--- config.mk ---
export PLATFORM = sky130hd
export DESIGN_NAME = cga_sequencer_flat
export DESIGN_NICKNAME = d
export VERILOG_FILES = /design/src/rtl/cga_sequencer_if.sv /design/src/rtl/cga_sequencer.sv /design/src/flat_wrapper.sv
export SDC_FILE = /design/constraint.sdc
export NUM_CORES = 1
export LEC_CHECK = 0
export ABC_CLOCK_PERIOD_IN_PS = 2100
export CAP_MARGIN = 5
export CORE_MARGIN = 1
export CORE_UTILIZATION = 50
export CTS_BUF_LIST = sky130_fd_sc_hd__clkbuf_4 sky130_fd_sc_hd__clkbuf_8
export DETAILED_ROUTE_END_ITERATION = 6
export PLACE_DENSITY = 0.8
export SETUP_SLACK_MARGIN = 0.05
export SLEW_MARGIN = 20
export SYNTH_ARGS = -nofsm -noshare
export SYNTH_HDL_FRONTEND = slang
export SYNTH_SLANG_ARGS = --single-unit
export TNS_END_PERCENT = 50
--- constraint.sdc ---
create_clock -name clk -period 2.1 [get_ports clk]
set_input_delay 0.315 -clock clk [delete_from_list [all_inputs] [get_ports clk]]
set_output_delay 0.315 -clock clk [all_outputs]
set_load 0.01 [all_outputs]
--- src/rtl/cga_sequencer_if.sv ---
// CGA sequencer bus: mode/enable inputs, CPU VRAM handshake and the per-character
// strobes that the sequencer hands to the CRTC and pixel stage.
interface cga_sequencer_if;
    logic       hres_mode;
    logic       video_enabled;
    logic       cpu_req;
    logic [4:0] clk_seq;
    logic       crtc_clk;
    logic       vram_rd;
    logic       vram_a0;
    logic       vram_read_char;
    logic       vram_read_att;
    logic       charrom_read;
    logic       disp_pipeline;
    logic       cpu_grant;
    logic       cpu_ack;

    modport master (
        output hres_mode, video_enabled, cpu_req,
        input  clk_seq, crtc_clk, vram_rd, vram_a0, vram_read_char, vram_read_att,
               charrom_read, disp_pipeline, cpu_grant, cpu_ack
    );

    modport slave (
        input  hres_mode, video_enabled, cpu_req,
        output clk_seq, crtc_clk, vram_rd, vram_a0, vram_read_char, vram_read_att,
               charrom_read, disp_pipeline, cpu_grant, cpu_ack
    );
endinterface

--- src/rtl/cga_sequencer.sv ---
// CGA character-cycle sequencer: 32-clk sequence, display fetch strobes and CPU VRAM
// arbiter. Define CGA_SNOW_EN to let hi-res CPU grants ignore the window (snow).
module cga_sequencer (
    input  logic           clk,
    input  logic           reset_n,
    cga_sequencer_if.slave bus
);
    localparam logic [1:0] S_IDLE  = 2'd0;
    localparam logic [1:0] S_WAIT  = 2'd1;
    localparam logic [1:0] S_GRANT = 2'd2;
    localparam logic [1:0] S_ACK   = 2'd3;

    logic [4:0] seq_q, seq_d;
    logic       hres_q, hres_d;
    logic       started_q;
    logic [1:0] state_q, state_d;
    logic [4:0] phase_d;
    logic       window_d;
    logic       fast_grant;

    logic crtc_q, rd_q, a0_q, rchar_q, ratt_q, crom_q, dpipe_q, grant_q, ack_q;

    // Every output is a register decoded from the next-cycle sequence/mode/state, so
    // the values here describe the cycle that begins at the coming edge.
    always_comb begin
        // The first edge after reset holds the count at 0 and acts as a sequence start.
        seq_d    = started_q ? seq_q + 5'd1 : 5'd0;
        hres_d   = (!started_q || seq_q == 5'd31) ? bus.hres_mode : hres_q;
        phase_d  = hres_d ? {1'b0, seq_d[3:0]} : seq_d;
        window_d = hres_d ? (seq_d[3:0] == 4'd8) : (seq_d == 5'd8 || seq_d == 5'd24);
    end

`ifdef CGA_SNOW_EN
    assign fast_grant = hres_d;
`else
    assign fast_grant = 1'b0;
`endif

    always_comb begin
        state_d = state_q;
        case (state_q)
            S_IDLE:  if (bus.cpu_req) state_d = S_WAIT;
            S_WAIT: begin
                if (!bus.cpu_req)                state_d = S_IDLE;
                else if (window_d || fast_grant) state_d = S_GRANT;
            end
            S_GRANT: state_d = S_ACK;
            default: state_d = S_IDLE;
        endcase
    end

    always_ff @(posedge clk or negedge reset_n) begin
        if (!reset_n) begin
            seq_q     <= 5'd0;
            hres_q    <= 1'b0;
            started_q <= 1'b0;
            state_q   <= S_IDLE;
            crtc_q    <= 1'b0;
            rd_q      <= 1'b0;
            a0_q      <= 1'b0;
            rchar_q   <= 1'b0;
            ratt_q    <= 1'b0;
            crom_q    <= 1'b0;
            dpipe_q   <= 1'b0;
            grant_q   <= 1'b0;
            ack_q     <= 1'b0;
        end else begin
            seq_q     <= seq_d;
            hres_q    <= hres_d;
            started_q <= 1'b1;
            state_q   <= state_d;
            crtc_q    <= (seq_d == 5'd0) || (hres_d && seq_d == 5'd16);
            rd_q      <= bus.video_enabled && (phase_d == 5'd2 || phase_d == 5'd4);
            a0_q      <= bus.video_enabled && (phase_d == 5'd4);
            rchar_q   <= bus.video_enabled && (phase_d == 5'd3);
            ratt_q    <= bus.video_enabled && (phase_d == 5'd5);
            crom_q    <= bus.video_enabled && (phase_d == 5'd6);
            dpipe_q   <= (phase_d == 5'd7);
            grant_q   <= (state_d == S_GRANT);
            // Ack lands the cycle after ACK; a request still held then starts anew.
            ack_q     <= (state_q == S_ACK);
        end
    end

    assign bus.clk_seq        = seq_q;
    assign bus.crtc_clk       = crtc_q;
    assign bus.vram_rd        = rd_q;
    assign bus.vram_a0        = a0_q;
    assign bus.vram_read_char = rchar_q;
    assign bus.vram_read_att  = ratt_q;
    assign bus.charrom_read   = crom_q;
    assign bus.disp_pipeline  = dpipe_q;
    assign bus.cpu_grant      = grant_q;
    assign bus.cpu_ack        = ack_q;
endmodule

--- src/flat_wrapper.sv ---
// flat-port wrapper written by rule: the top's interface ports become plain ports
module cga_sequencer_flat 
  (clk, reset_n, bus_hres_mode, bus_video_enabled, bus_cpu_req, bus_clk_seq, bus_crtc_clk, bus_vram_rd, bus_vram_a0, bus_vram_read_char, bus_vram_read_att, bus_charrom_read, bus_disp_pipeline, bus_cpu_grant, bus_cpu_ack);
  cga_sequencer_if bus_i ();
  input  logic clk;
  input  logic reset_n;
  input wire logic [$bits(bus_i.hres_mode)-1:0] bus_hres_mode;
  input wire logic [$bits(bus_i.video_enabled)-1:0] bus_video_enabled;
  input wire logic [$bits(bus_i.cpu_req)-1:0] bus_cpu_req;
  output wire logic [$bits(bus_i.clk_seq)-1:0] bus_clk_seq;
  output wire logic [$bits(bus_i.crtc_clk)-1:0] bus_crtc_clk;
  output wire logic [$bits(bus_i.vram_rd)-1:0] bus_vram_rd;
  output wire logic [$bits(bus_i.vram_a0)-1:0] bus_vram_a0;
  output wire logic [$bits(bus_i.vram_read_char)-1:0] bus_vram_read_char;
  output wire logic [$bits(bus_i.vram_read_att)-1:0] bus_vram_read_att;
  output wire logic [$bits(bus_i.charrom_read)-1:0] bus_charrom_read;
  output wire logic [$bits(bus_i.disp_pipeline)-1:0] bus_disp_pipeline;
  output wire logic [$bits(bus_i.cpu_grant)-1:0] bus_cpu_grant;
  output wire logic [$bits(bus_i.cpu_ack)-1:0] bus_cpu_ack;
  assign bus_i.hres_mode = bus_hres_mode;
  assign bus_i.video_enabled = bus_video_enabled;
  assign bus_i.cpu_req = bus_cpu_req;
  assign bus_clk_seq = bus_i.clk_seq;
  assign bus_crtc_clk = bus_i.crtc_clk;
  assign bus_vram_rd = bus_i.vram_rd;
  assign bus_vram_a0 = bus_i.vram_a0;
  assign bus_vram_read_char = bus_i.vram_read_char;
  assign bus_vram_read_att = bus_i.vram_read_att;
  assign bus_charrom_read = bus_i.charrom_read;
  assign bus_disp_pipeline = bus_i.disp_pipeline;
  assign bus_cpu_grant = bus_i.cpu_grant;
  assign bus_cpu_ack = bus_i.cpu_ack;
  cga_sequencer u_core (.clk(clk), .reset_n(reset_n), .bus(bus_i));
endmodule
==> results.rst <==
.. list-table::
   :header-rows: 1

   * - Metric
     - Value
   * - Worst R2R Path Depth
     - 6
   * - Number of global-route vias before repair
     - 530
   * - Die span in y
     - 42.4 um
   * - Number of top-level design ports
     - 19
   * - Root Buffer Master
     - clkbuf_4
   * - Maximum vdd drop
     - 0.471 mV
   * - Worst path arrival time
     - 2.11 ns
   * - Area after DPL
     - 1020 um^2
   * - Largest fanout on the critical path
     - 9
   * - FF-to-FF Start
     - u_core.bus.clk_seq[0]
   * - CP Launch Type
     - flip-flop
   * - Worst EP required
     - 2.29 ns
   * - Number of synthesized register bits
     - 18
   * - Ratio of cells with drive above 1 in the final layout
     - 16.7%
   * - Number of standard cells after synthesis
     - 68
   * - Clock insertion delay at the later pin of the skew report
     - 0.30 ns
   * - Fraction of registers with async set or reset after synthesis
     - 100%
   * - Layout overhead on the synthesized area
     - 29.3%
   * - Post-synthesis cell type with the largest combined area
     - dfrtp_1
   * - Yosys warnings
     - 0
   * - Wirelength, routed
     - 1480 um
   * - Pin count of the biggest net entering global routing
     - 19
   * - Post-layout util
     - roughly 70%
   * - Power density normalized to cell area
     - about 660 nW/um^2
   * - Die width
     - 42.4 um
   * - N_diodes
     - 0
   * - Initial Util
     - approximately 54%
   * - Outcome
     - completed
   * - Aggregate negative setup slack
     - 0 ns
   * - Post-synthesis instance area
     - 816 um^2
   * - Buffers from clock root to sink, at most
     - 2
   * - Standard cell core area
     - 1510 um^2
   * - Post-route cell area
     - 1050 um^2
   * - DRC marker count from the first detailed-route iteration
     - 22
   * - CTS H-Tree Depth
     - 1
   * - Unrepaired setup endpoints after global routing
     - no
   * - Post-CTS Hold Buffers
     - 0
   * - Number of buffers inserted during clock tree synthesis
     - 3
   * - First element of the critical path
     - u_core.bus.clk_seq[0]
   * - Hold Crit Class
     - input port to asynchronous set/reset pin
   * - Clk sinks
     - 18
   * - Final clock period utilization by the worst path
     - 91.4%
   * - Worst path buffer plus inverter count
     - 0
   * - Global-route wire length before repair
     - between 2000 and 2500 um
   * - Detailed-placement wirelength estimate
     - 1070 um
   * - Max capacitance violation total
     - 0
   * - Commonest cells after routing, fill and taps aside
     - clkdlybuf4s50_1, dfrtp_1, nor2b_1
   * - Largest delay share family, worst path
     - flip-flops
   * - TritonCTS clock tree
     - done
   * - Biggest area contributors in the synthesized netlist
     - dfrtp_1, nor2b_1, ha_1
   * - Critical path's slowest cell
     - dfrtp_2
   * - Total congestion overflow
     - 0
   * - Initial antenna violation count
     - 0
   * - Top_reg_cell synth
     - dfrtp_1
   * - Fraction of synthesized cell area taken by the top area cell type
     - between 50% and 60%
   * - Number of distinct library cell variants in the gate-level netlist after synthesis
     - 33
   * - Antenna-violating nets left
     - 0
   * - Length of the first detailed-routing pass in iterations
     - 4
   * - WL/cell
     - 14.0 um
   * - Number of synthesized flops with an enable pin
     - 0
   * - Reported leakage power
     - 0.470 nW
   * - Type of destination of the critical path
     - flip-flop
   * - Final weighted congestion of routability-driven global placement
     - 0.844
   * - Final-report hold violation count
     - 0
   * - Number of nets in the synthesized netlist
     - 75
   * - Count of port buffers added during placement
     - 18
   * - Std cell rows
     - 14
   * - Clock transition at the register clock pins on the worst setup and hold paths after CTS
     - 0.10 ns
   * - Post-synthesis sequential area ratio
     - between 50 and 60%
   * - Remaining DRCs
     - 0
   * - Register-to-Register Setup Slack
     - roughly 0.18 ns
   * - Crit-path cells
     - ha_1 > and3_1 > ha_1 > mux2_2 > o2111ai_1 > nor3_1
   * - Commonest non-fill, non-tap cell in the layout
     - clkdlybuf4s50_1
   * - Final-layout fill cell count
     - about 110
   * - Total count of max-transition violations in the final report
     - 0
   * - Maximum single-stage delay on the critical path
     - roughly 0.47 ns
   * - Type of the worst setup path
     - flip-flop to flip-flop
   * - Tmin final
     - 1.92 ns
   * - Count of final setup violators
     - 0
   * - Clock skew after layout
     - 0.00421 ns
   * - Most Frequent Cell on Critical Path
     - ha_1
   * - Achievable Freq
     - 0.521 GHz
   * - Worst flop-to-flop path endpoint
     - u_core.bus.charrom_read
   * - Final nets
     - 98
   * - All-Layer GR Usage
     - 19.4%
   * - Via-per-instance ratio
     - 5.46
   * - Number of vias after detailed routing
     - 579
   * - Total die area
     - 1800 um^2
   * - Mean post-synth cell area
     - 12.0 um^2
## Yosys cell counts, drive strengths merged (2+ instances only)
cell type	number
and2	3
inv	2
mux2	2
nor2	2
buf	3
nor3	4
nor2b	6
dfrtp	18
a211oi	2
ha	2
nand2	2
xor2	2
## cells by family (layout without fill, tap and decap cells)
family,Yosys count,in the layout,synth area share (%)
mux,2,2,2.76
buf+inv,5,27,3.53
xor+xnor,3,3,3.22
other cells,1,1,0.460
fa+ha+maj,2,2,3.07
simple gates,26,26,20.2
compound gates,11,11,11.5
flops,18,18,55.2
## sequential cells by signal, summed over array words and instances (netlist names)
register	flops
u_core.state_q	2
u_core.bus.vram_read_char	1
u_core.bus.vram_rd	1
u_core.bus.vram_read_att	1
u_core.bus.cpu_ack	1
u_core.bus.crtc_clk	1
u_core.bus.vram_a0	1
u_core.started_q	1
u_core.bus.clk_seq	5
u_core.bus.disp_pipeline	1
u_core.bus.cpu_grant	1
u_core.bus.charrom_read	1
u_core.hres_q	1
## timing repair
action,4_1_cts,5_1_grt
endpoints found under the setup margin,0,3
gates resized for setup,0,1
buffers inserted,0,0
## how the worst max path moves through the flow
stage,to,cells after the start,slack [ns]
after detailed placement,u_core.bus.charrom_read,6,0.18
after global routing,u_core.bus.vram_a0,6,0.07
after floorplan,u_core.bus.charrom_read,7,0.18
final,u_core.bus.charrom_read,6,0.18
after global placement,u_core.bus.vram_a0,6,0.24
after CTS,u_core.bus.charrom_read,6,0.17
## power by group
group / switching [mW] / total, mW / internal, mW
registers: 0.0127 / 0.373 / 0.360
clock network: 0.111 / 0.217 / 0.106
logic: 0.0512 / 0.104 / 0.0532
## layer usage
metal	up-vias	wire [um]	GRT usage, %
met3	5	95	5.60
met5	-	0	0
met4	0	42	11.3
li1	284	-	-
met1	271	727	27.5
met2	19	613	26.5
## through the flow
step / total power, mW / std cells / worst slack, ns / hold WS (ns)
2_1_floorplan: 0.436 / 68 / 0.182 / 0.0194
3_3_place_gp: 0.481 / 102 / 0.241 / 0.482
3_5_place_dp: 0.483 / 102 / 0.183 / 0.491
4_1_cts: 0.697 / 106 / 0.166 / 0.336
5_1_grt: 0.723 / 106 / 0.0658 / 0.352
6_report: 0.695 / 106 / 0.180 / 0.327
## area by class of cell
type,count,area [um^2],share of cell area (%)
clock buffer,4,36.3,3.44
inverter,2,7.51,0.712
multi-input combinational,45,337,31.9
sequential,18,452,42.8
tap,16,20.0,1.90
timing repair buffer,21,203,19.2
Note: power is estimated with default switching activity, not from simulation.
